[config.mk]
export PLATFORM = sky130hd
export DESIGN_NAME = reg_pipe_set
export DESIGN_NICKNAME = d
export VERILOG_FILES = /design/src/rtl/reg_pipe_set_pkg.sv /design/src/rtl/reg_pipe_stage.sv /design/src/rtl/reg_pipe_set.sv
export SDC_FILE = /design/constraint.sdc
export NUM_CORES = 1
export LEC_CHECK = 0
export ABC_AREA = 1
export CAP_MARGIN = 10
export CORE_MARGIN = 2
export CORE_UTILIZATION = 45
export CTS_CLUSTER_SIZE = 28
export DETAILED_ROUTE_END_ITERATION = 10
export PLACE_DENSITY = 0.73
export SLEW_MARGIN = 20
export SYNTH_ARGS = -nofsm -noshare
export SYNTH_HDL_FRONTEND = slang
export SYNTH_SLANG_ARGS = --single-unit
[constraint.sdc]
create_clock -name clk -period 1.75 [get_ports clk]
set_clock_uncertainty 0.1 [all_clocks]
set_input_delay 0.175 -clock clk [delete_from_list [all_inputs] [get_ports clk]]
set_output_delay 0.175 -clock clk [all_outputs]
set_load 0.03 [all_outputs]
[src/rtl/reg_pipe_set_pkg.sv]
// reg_pipe_set_pkg: stage operation encoding shared by the pipeline and its stages.
package reg_pipe_set_pkg;
  typedef enum logic [1:0] {OP_HOLD, OP_LOAD, OP_SET} stage_op_e;
  function automatic stage_op_e stage_op(input logic set, input logic load);
    return set ? OP_SET : (load ? OP_LOAD : OP_HOLD);
  endfunction
endpackage

[src/rtl/reg_pipe_stage.sv]
// reg_pipe_stage: one data+valid register with load/hold/set and async reset.
module reg_pipe_stage
  import reg_pipe_set_pkg::*;
#(
  parameter int unsigned WIDTH = 32,
  parameter logic [WIDTH-1:0] SET_VALUE = {WIDTH{1'b1}},
  parameter logic [WIDTH-1:0] RESET_VALUE = {WIDTH{1'b0}}
) (
  input  logic             clk,
  input  logic             rst_n,
  input  logic             set,
  input  logic             load,
  input  logic             prev_valid,
  input  logic [WIDTH-1:0] prev_data,
  output logic             valid,
  output logic [WIDTH-1:0] data
);
  stage_op_e op;
  always_comb op = stage_op(set, load);
  // On a bubble only valid clears; data keeps its last value to avoid toggling.
  always_ff @(posedge clk or negedge rst_n) begin
    if (!rst_n) begin
      valid <= 1'b0;
      data  <= RESET_VALUE;
    end else if (op == OP_SET) begin
      valid <= 1'b0;
      data  <= SET_VALUE;
    end else if (op == OP_LOAD) begin
      valid <= prev_valid;
      if (prev_valid) data <= prev_data;
    end
  end
endmodule

[src/rtl/reg_pipe_set.sv]
// reg_pipe_set: elastic DEPTH-stage valid/ready register pipeline with bubble collapsing and set flush.
module reg_pipe_set
  import reg_pipe_set_pkg::*;
#(
  parameter int unsigned WIDTH = 32,
  parameter int unsigned DEPTH = 2,
  parameter logic [WIDTH-1:0] SET_VALUE = {WIDTH{1'b1}},
  parameter logic [WIDTH-1:0] RESET_VALUE = {WIDTH{1'b0}},
  localparam int unsigned CW = $clog2(DEPTH + 1)
) (
  input  logic             clk,
  input  logic             rst_n,
  input  logic             set,
  input  logic             in_valid,
  input  logic [WIDTH-1:0] in_data,
  output logic             in_ready,
  output logic             out_valid,
  output logic [WIDTH-1:0] out_data,
  input  logic             out_ready,
  output logic [CW-1:0]    count
);
  logic [DEPTH-1:0] valid;
  logic [DEPTH-1:0] ready;
  logic [WIDTH-1:0] data [DEPTH];
  logic up, down;
  genvar g;
  generate
    for (g = 0; g < DEPTH; g++) begin : gen_stage
      // Stage g can load unless it and every stage after it is full and the output stalls.
      assign ready[g] = !(&valid[DEPTH-1:g]) | out_ready;
      if (g == 0) begin : gen_first
        reg_pipe_stage #(.WIDTH(WIDTH), .SET_VALUE(SET_VALUE), .RESET_VALUE(RESET_VALUE)) u_stage (
          .clk(clk), .rst_n(rst_n), .set(set), .load(ready[g]),
          .prev_valid(in_valid), .prev_data(in_data),
          .valid(valid[g]), .data(data[g])
        );
      end else begin : gen_next
        reg_pipe_stage #(.WIDTH(WIDTH), .SET_VALUE(SET_VALUE), .RESET_VALUE(RESET_VALUE)) u_stage (
          .clk(clk), .rst_n(rst_n), .set(set), .load(ready[g]),
          .prev_valid(valid[g-1]), .prev_data(data[g-1]),
          .valid(valid[g]), .data(data[g])
        );
      end
    end
  endgenerate
  assign in_ready  = ready[0] & !set;
  assign out_valid = valid[DEPTH-1];
  assign out_data  = data[DEPTH-1];
  assign up   = in_valid & in_ready;
  assign down = out_valid & out_ready;
  always_ff @(posedge clk or negedge rst_n) begin
    if (!rst_n) count <= '0;
    else if (set) count <= '0;
    else if (up & !down) count <= count + 1'b1;
    else if (!up & down) count <= count - 1'b1;
  end
endmodule

==> flow_summary.json, run 1 <==
{
  "grt_max_degree": 46,
  "slowest_stage": "clkdlybuf4s50_1",
  "path_buf_inv": 1,
  "place_inst": 454,
  "slowest_delay_ns": 0.69,
  "grt_pass1_wl_um": 9780,
  "cts_buffer_depth": 2,
  "die_w_um": 86.5,
  "status": "finished clean",
  "start_util": 0.458,
  "overflow": 0,
  "irDropWorstVdd_mv": 0.436,
  "io_buffer_count": 72,
  "io_pins": 73,
  "drtPass1Iterations": 4,
  "place_hpwl_um": 3830,
  "gp_routability_congestion": 0.742,
  "die_h_um": 86.5,
  "syn_area_um2": 3060,
  "fin_cells": 471,
  "yosys_warnings": 0,
  "routed-via-count": 2276,
  "antenna_left": 0,
  "num-nets-final": 423,
  "slew_headroom": 0.746,
  "areaGrowthSynthToFinish_pct": 26.4,
  "rsz0062_at_grt": "false",
  "synth.distinct_cells": 18,
  "totalWireLength_um": 5780,
  "track_usage": 0.169,
  "final-hold-violation-count": 0,
  "grt_pass1_vias": 2222,
  "required_ns": 1.47,
  "antenna_found_initial": 0,
  "worstMarginPinSlew_ns": 0.381,
  "synth.net_count": 383,
  "cp.arrival_ns": 1.43,
  "setup_tns_ns": 0,
  "synthTopCellsByArea": "dfrtp_1 56%, o21ai_0 15%, buf_4 8.6%",
  "slew_violations": 0,
  "wl_per_cell_um": 12.3,
  "path_max_fanout": 4,
  "num_rows": 30,
  "post-cts-setup-buffer-count": 0,
  "drtIter0Drc": 71,
  "period_needed_ns": 1.70,
  "drv_cap": 0,
  "max_freq_ghz": 0.588,
  "num_antenna_cells": 0,
  "report.final.setup_viol": 0,
  "clkLatencyLatePin_ns": 0.34,
  "ys_seq_area_frac": 0.556,
  "p_leak_uw": 0.00173,
  "endpoint_kind": "primary output",
  "crit_type": "reg -> out",
  "synth_top_cell_by_area": "dfrtp_1",
  "cp_top_family": "buffers and inverters",
  "drc_errors": 0,
  "cts-root-buf": "clkbuf_8",
  "synth_top_area_frac": 0.556,
  "core_um2": 6680,
  "numCtsBuffers": 9,
  "drive_gt1_frac": 0.0716,
  "ys_ff_latch": 68,
  "cts_sinks": 68,
  "netlist_instances": 346,
  "power_density_nw_per_um2": 1050,
  "dieArea_um2": 7470,
  "critical_path.cell_chain": "clkdlybuf4s50_1",
  "vias_per_cell": 4.83,
  "htree_levels": 3,
  "path_clk_slew_ns": 0.07,
  "post-route-period-util": 0.972,
  "worst_setup_path_start_kind": "flip-flop",
  "synth_area_per_cell_um2": 8.84,
  "cts_tree": "done",
  "hp-class": "in -> reg"
}
==> stage by stage <==
| stage | power, µW | hold WS (ns) | setup slack, ns | utilization | instance area [µm²] |
|---|---|---|---|---|---|
| 2_1_floorplan | 2420 | -0.221 | 0.234 | - | 3060 |
| 5_1_grt | 4270 | 0.0870 | 0.00878 | 0.579 | 3870 |
| 4_1_cts | 4120 | 0.0634 | 0.0335 | 0.579 | 3870 |
| 6_report | 4080 | 0.0780 | 0.0488 | 0.579 | 3870 |
| 3_5_place_dp | 2690 | 0.0156 | 0.0795 | 0.545 | 3640 |
| 3_3_place_gp | 2670 | 0.0106 | 0.135 | 0.545 | 3640 |
==> power by group <==
| group | internal (µW) | switching (µW) | leakage [µW] |
|---|---|---|---|
| Sequential | 1740 | 93.2 | 0.000755 |
| Combinational | 355 | 473 | 0.000863 |
| Clock | 841 | 577 | 0.000107 |
==> final timing paths <==
kind                                                         start                                 endpoint  slack (ns)  cells past startpoint
max                                                       count[1]                                 count[1]        0.05                      1
min                                                            set     gen_stage[0].gen_first.u_stage.valid        0.08                      2
max reg2reg                    gen_stage[1].gen_next.u_stage.valid  gen_stage[0].gen_first.u_stage.data[11]        0.34                      5
min reg2reg                gen_stage[0].gen_first.u_stage.data[15]  gen_stage[0].gen_first.u_stage.data[15]        0.38                      2
max in group asynchronous                                    rst_n    gen_stage[1].gen_next.u_stage.data[9]        0.79                      3
min in group asynchronous                                    rst_n      gen_stage[1].gen_next.u_stage.valid        0.19                      2
==> cells in the final DEF (no fill, tap or decap) <==
cell type | synthesis | layout
bufinv_16 | 0 | 2
nand3_1 | 2 | 2
a31oi_1 | 1 | 1
buf_12 | 0 | 4
clkinvlp_4 | 0 | 1
buf_2 | 2 | 1
clkbuf_1 | 12 | 2
clkbuf_8 | 0 | 10
a21oi_1 | 3 | 3
dlygate4sd3_1 | 0 | 1
nand4_1 | 2 | 2
a21oi_4 | 1 | 1
nor2_1 | 37 | 37
inv_1 | 38 | 38
buf_4 | 35 | 6
clkinv_2 | 0 | 1
o21ai_1 | 4 | 4
dlygate4sd2_1 | 0 | 1
o21ai_0 | 92 | 92
nand2_1 | 44 | 44
a31oi_4 | 1 | 1
dfrtp_1 | 68 | 68
clkdlybuf4s50_1 | 0 | 68
nand3_2 | 1 | 1
==> per-layer routing <==
layer / wire [µm] / part of all wire / vias up / track usage
met2: 2770 / 0.48 / 49 / 0.279
met1: 2670 / 0.46 / 1062 / 0.211
met4: 135 / 0.023 / 0 / 0.0852
met3: 194 / 0.034 / 11 / 0.0324
li1: - / - / 1154 / -
met5: 0 / 0 / - / 0
==> cells in the mapped netlist <==
library cell / n
a31oi_1: 1
o21ai_0: 92
nand3_1: 2
a21oi_4: 1
buf_2: 2
a21oi_1: 3
nand3_2: 1
nor2_1: 37
a31oi_4: 1
o21ai_1: 4
buf_6: 1
dfrtp_1: 68
buf_4: 35
clkbuf_1: 12
nand4_1: 2
nand2_1: 44
clkbuf_2: 2
inv_1: 38
==> cells by family after synthesis <==
family                 after synthesis  synth area share
buffers and inverters               90             0.157
AND/OR/NAND/NOR                     86             0.110
AO/OA/AOI/OAI                      102             0.176
flip-flops                          68             0.556
==> area by class of cell <==
class / instances / area, µm²
tap: 80 / 100
sequential: 68 / 1700
clock inverter: 4 / 72.6
timing repair buffer: 81 / 830
clock buffer: 12 / 145
inverter: 38 / 143
multi-input combinational: 188 / 876
fill: 620 / 2810
==> what timing repair did <==
action	4_1_cts	5_1_grt
endpoints found under the hold margin	26	0
setup endpoints to repair	1	0
gates resized for setup	1	0
hold buffers	1	0
==> flip-flops by register name, indices dropped and copies added, names as in the netlist <==
signal,count
gen_stage.gen_first.u_stage.data,32
gen_stage.gen_next.u_stage.valid,1
gen_stage.gen_first.u_stage.valid,1
gen_stage.gen_next.u_stage.data,32
count,2
Note: power is estimated with default switching activity, not from simulation.
==> inputs of run 2 (changes only) <==
Settings changed: SLEW_MARGIN 20 to unset.
==> results of run 2 <==
No change in the layout: final DEF, timing and power equal those of run 1.
==> inputs of run 3 (changes only) <==
Settings changed: PLACE_DENSITY 0.73 to 0.76, SLEW_MARGIN set to 20.
Clock period 1.75 ns to 1.5 ns, I/O delays scaled along.
==> run 3 against run 2 <==
Non-clock buffer count increased by 11. First-iteration DRC count increased by 25%. Worst setup slack got worse by 0.025 ns. Critical path depth increased by 5. Largest cell class unchanged. Highest routed layer unchanged.
==> flow_summary.json, run 3 (same netlist as run 1, synthesis figures left out) <==
{
  "dpl_cell_area_um2": 3680,
  "gr-usage-met2": 0.271,
  "endpoint_kind": "flip-flop",
  "track_usage": 0.166,
  "routed-via-count": 2314,
  "gp_routability_congestion": 0.748,
  "drtPass1Iterations": 4,
  "use_met1": 0.212,
  "p_switching_uw": 1310,
  "max_freq_ghz": 0.677,
  "slew_violations": 0,
  "cts_buffer_depth": 2,
  "die_w_um": 86.5,
  "grt_pass1_wl_um": 9740,
  "drtIter0Drc": 89,
  "num_rows": 30,
  "wl_per_cell_um": 12.9,
  "start_util": 0.458,
  "drive_gt1_frac": 0.102,
  "cts-root-buf": "clkbuf_8",
  "htree_levels": 3,
  "p_clk_frac": 0.333,
  "io_buffer_count": 72,
  "internal_power_uw": 3310,
  "cts_tree": "done",
  "drc_errors": 0,
  "place_hpwl_um": 3880,
  "power.share.sequential": 0.461,
  "dieArea_um2": 7470,
  "power_density_nw_per_um2": 1160,
  "path_clk_slew_ns": 0.07,
  "cts_sinks": 68,
  "worst_setup_path_start_kind": "flip-flop",
  "num-nets-final": 434,
  "grt_max_degree": 41,
  "reg_top3": "gen_stage.gen_first.u_stage.data (32), gen_stage.gen_next.u_stage.data (32), count (2)",
  "hp-class": "in -> reg",
  "setup_tns_ns": 0,
  "power_uw": 4620,
  "drv_cap": 0,
  "rsz0062_at_grt": "true",
  "areaGrowthSynthToFinish_pct": 29.7,
  "clkLatencyLatePin_ns": 0.33,
  "antenna_left": 0,
  "layout_common_cells": "92 x o21ai_0, 67 x dfrtp_1, 44 x nand2_1, 38 x inv_1, 36 x nor2_1",
  "grt_use_met3": 0.0333,
  "core_um2": 6680,
  "crit_type": "reg -> reg",
  "layout.cells.most_common": "o21ai_0",
  "design_area_um2": 3970,
  "numCtsBuffers": 9,
  "p_leak_uw": 0.00183,
  "irDropWorstVdd_mv": 0.603,
  "grt-busiest-layer": "met2",
  "path_max_fanout": 20,
  "report.final.setup_viol": 0,
  "vias_per_cell": 4.81,
  "final-hold-violation-count": 0,
  "overflow": 0,
  "cp.arrival_ns": 1.63,
  "status": "finished clean",
  "totalWireLength_um": 6190,
  "slew_headroom": 0.782,
  "die_h_um": 86.5,
  "period_needed_ns": 1.48,
  "required_ns": 1.65,
  "worstMarginPinSlew_ns": 0.328,
  "switching_share": 0.284,
  "num_antenna_cells": 0,
  "grt_pass1_vias": 2159,
  "pwr-share-comb": 0.206,
  "io_pins": 73,
  "post-route-period-util": 0.984,
  "antenna_found_initial": 0
}
==> run 3: final cells by class <==
type	instances	area, µm²
fill	605	2710
sequential	68	1700
timing repair buffer	92	938
multi-input combinational	188	882
clock buffer	14	173
inverter	38	143
tap	80	100
clock inverter	1	30.0
==> run 3: routing by layer <==
| layer | part of all wire | wire [µm] | vias up |
|---|---|---|---|
| met5 | 0 | 0 | - |
| met4 | 0.018 | 111 | 0 |
| met3 | 0.038 | 238 | 8 |
| met2 | 0.49 | 3040 | 47 |
| met1 | 0.45 | 2800 | 1090 |
| li1 | - | - | 1169 |
==> run 3: power by group through the flow <==
stage               combinational, µW  sequential (µW)  clock (µW)
finish                            951             2130        1540
global route                     1050             2160        1660
CTS                               909             2130        1570
detailed placement                984             2170           0
global placement                  970             2160           0
floorplan                         664             2160           0
==> run 3: what timing repair did <==
action | in CTS | in global routing
endpoints found under the setup margin | 35 | 1
resized for setup | 35 | 3
endpoints found under the hold margin | 68 | 0
hold buffers | 1 | 0
cloned | 0 | 3
pin swaps | 0 | 1
buffers inserted | 0 | 4
==> run 3: worst paths after layout <==
path	startpoint	to	slack, ns	cells past startpoint
max in group asynchronous	rst_n	gen_stage[1].gen_next.u_stage.data[18]	0.66	3
worst max-delay path	gen_stage[1].gen_next.u_stage.valid	gen_stage[1].gen_next.u_stage.data[30]	0.02	6
worst min register to register	gen_stage[0].gen_first.u_stage.data[12]	gen_stage[0].gen_first.u_stage.data[12]	0.38	2
worst max register to register	gen_stage[1].gen_next.u_stage.valid	gen_stage[1].gen_next.u_stage.data[30]	0.02	6
min in group asynchronous	rst_n	gen_stage[0].gen_first.u_stage.data[24]	0.15	2
worst min-delay path	set	gen_stage[1].gen_next.u_stage.valid	0.06	2
==> run 3: per-stage QoR <==
step	util	hold slack, ns	setup slack [ns]	instances
finish	0.594	0.0604	0.0234	481
global route	0.594	0.0714	-0.0539	481
CTS	0.577	0.0467	0.0145	474
detailed placement	0.551	-0.0176	-0.108	458
global placement	0.551	-0.0243	-0.0814	458
floorplan	-	-0.246	0.128	346
==> run 3: critical path: stages, from the launching register on <==
cell and delay (ns):
dfrtp_2 0.45, buf_4 0.16, a31oi_4 0.19, buf_4 0.19
clkbuf_16 0.17, o21ai_1 0.06, o21ai_0 0.08
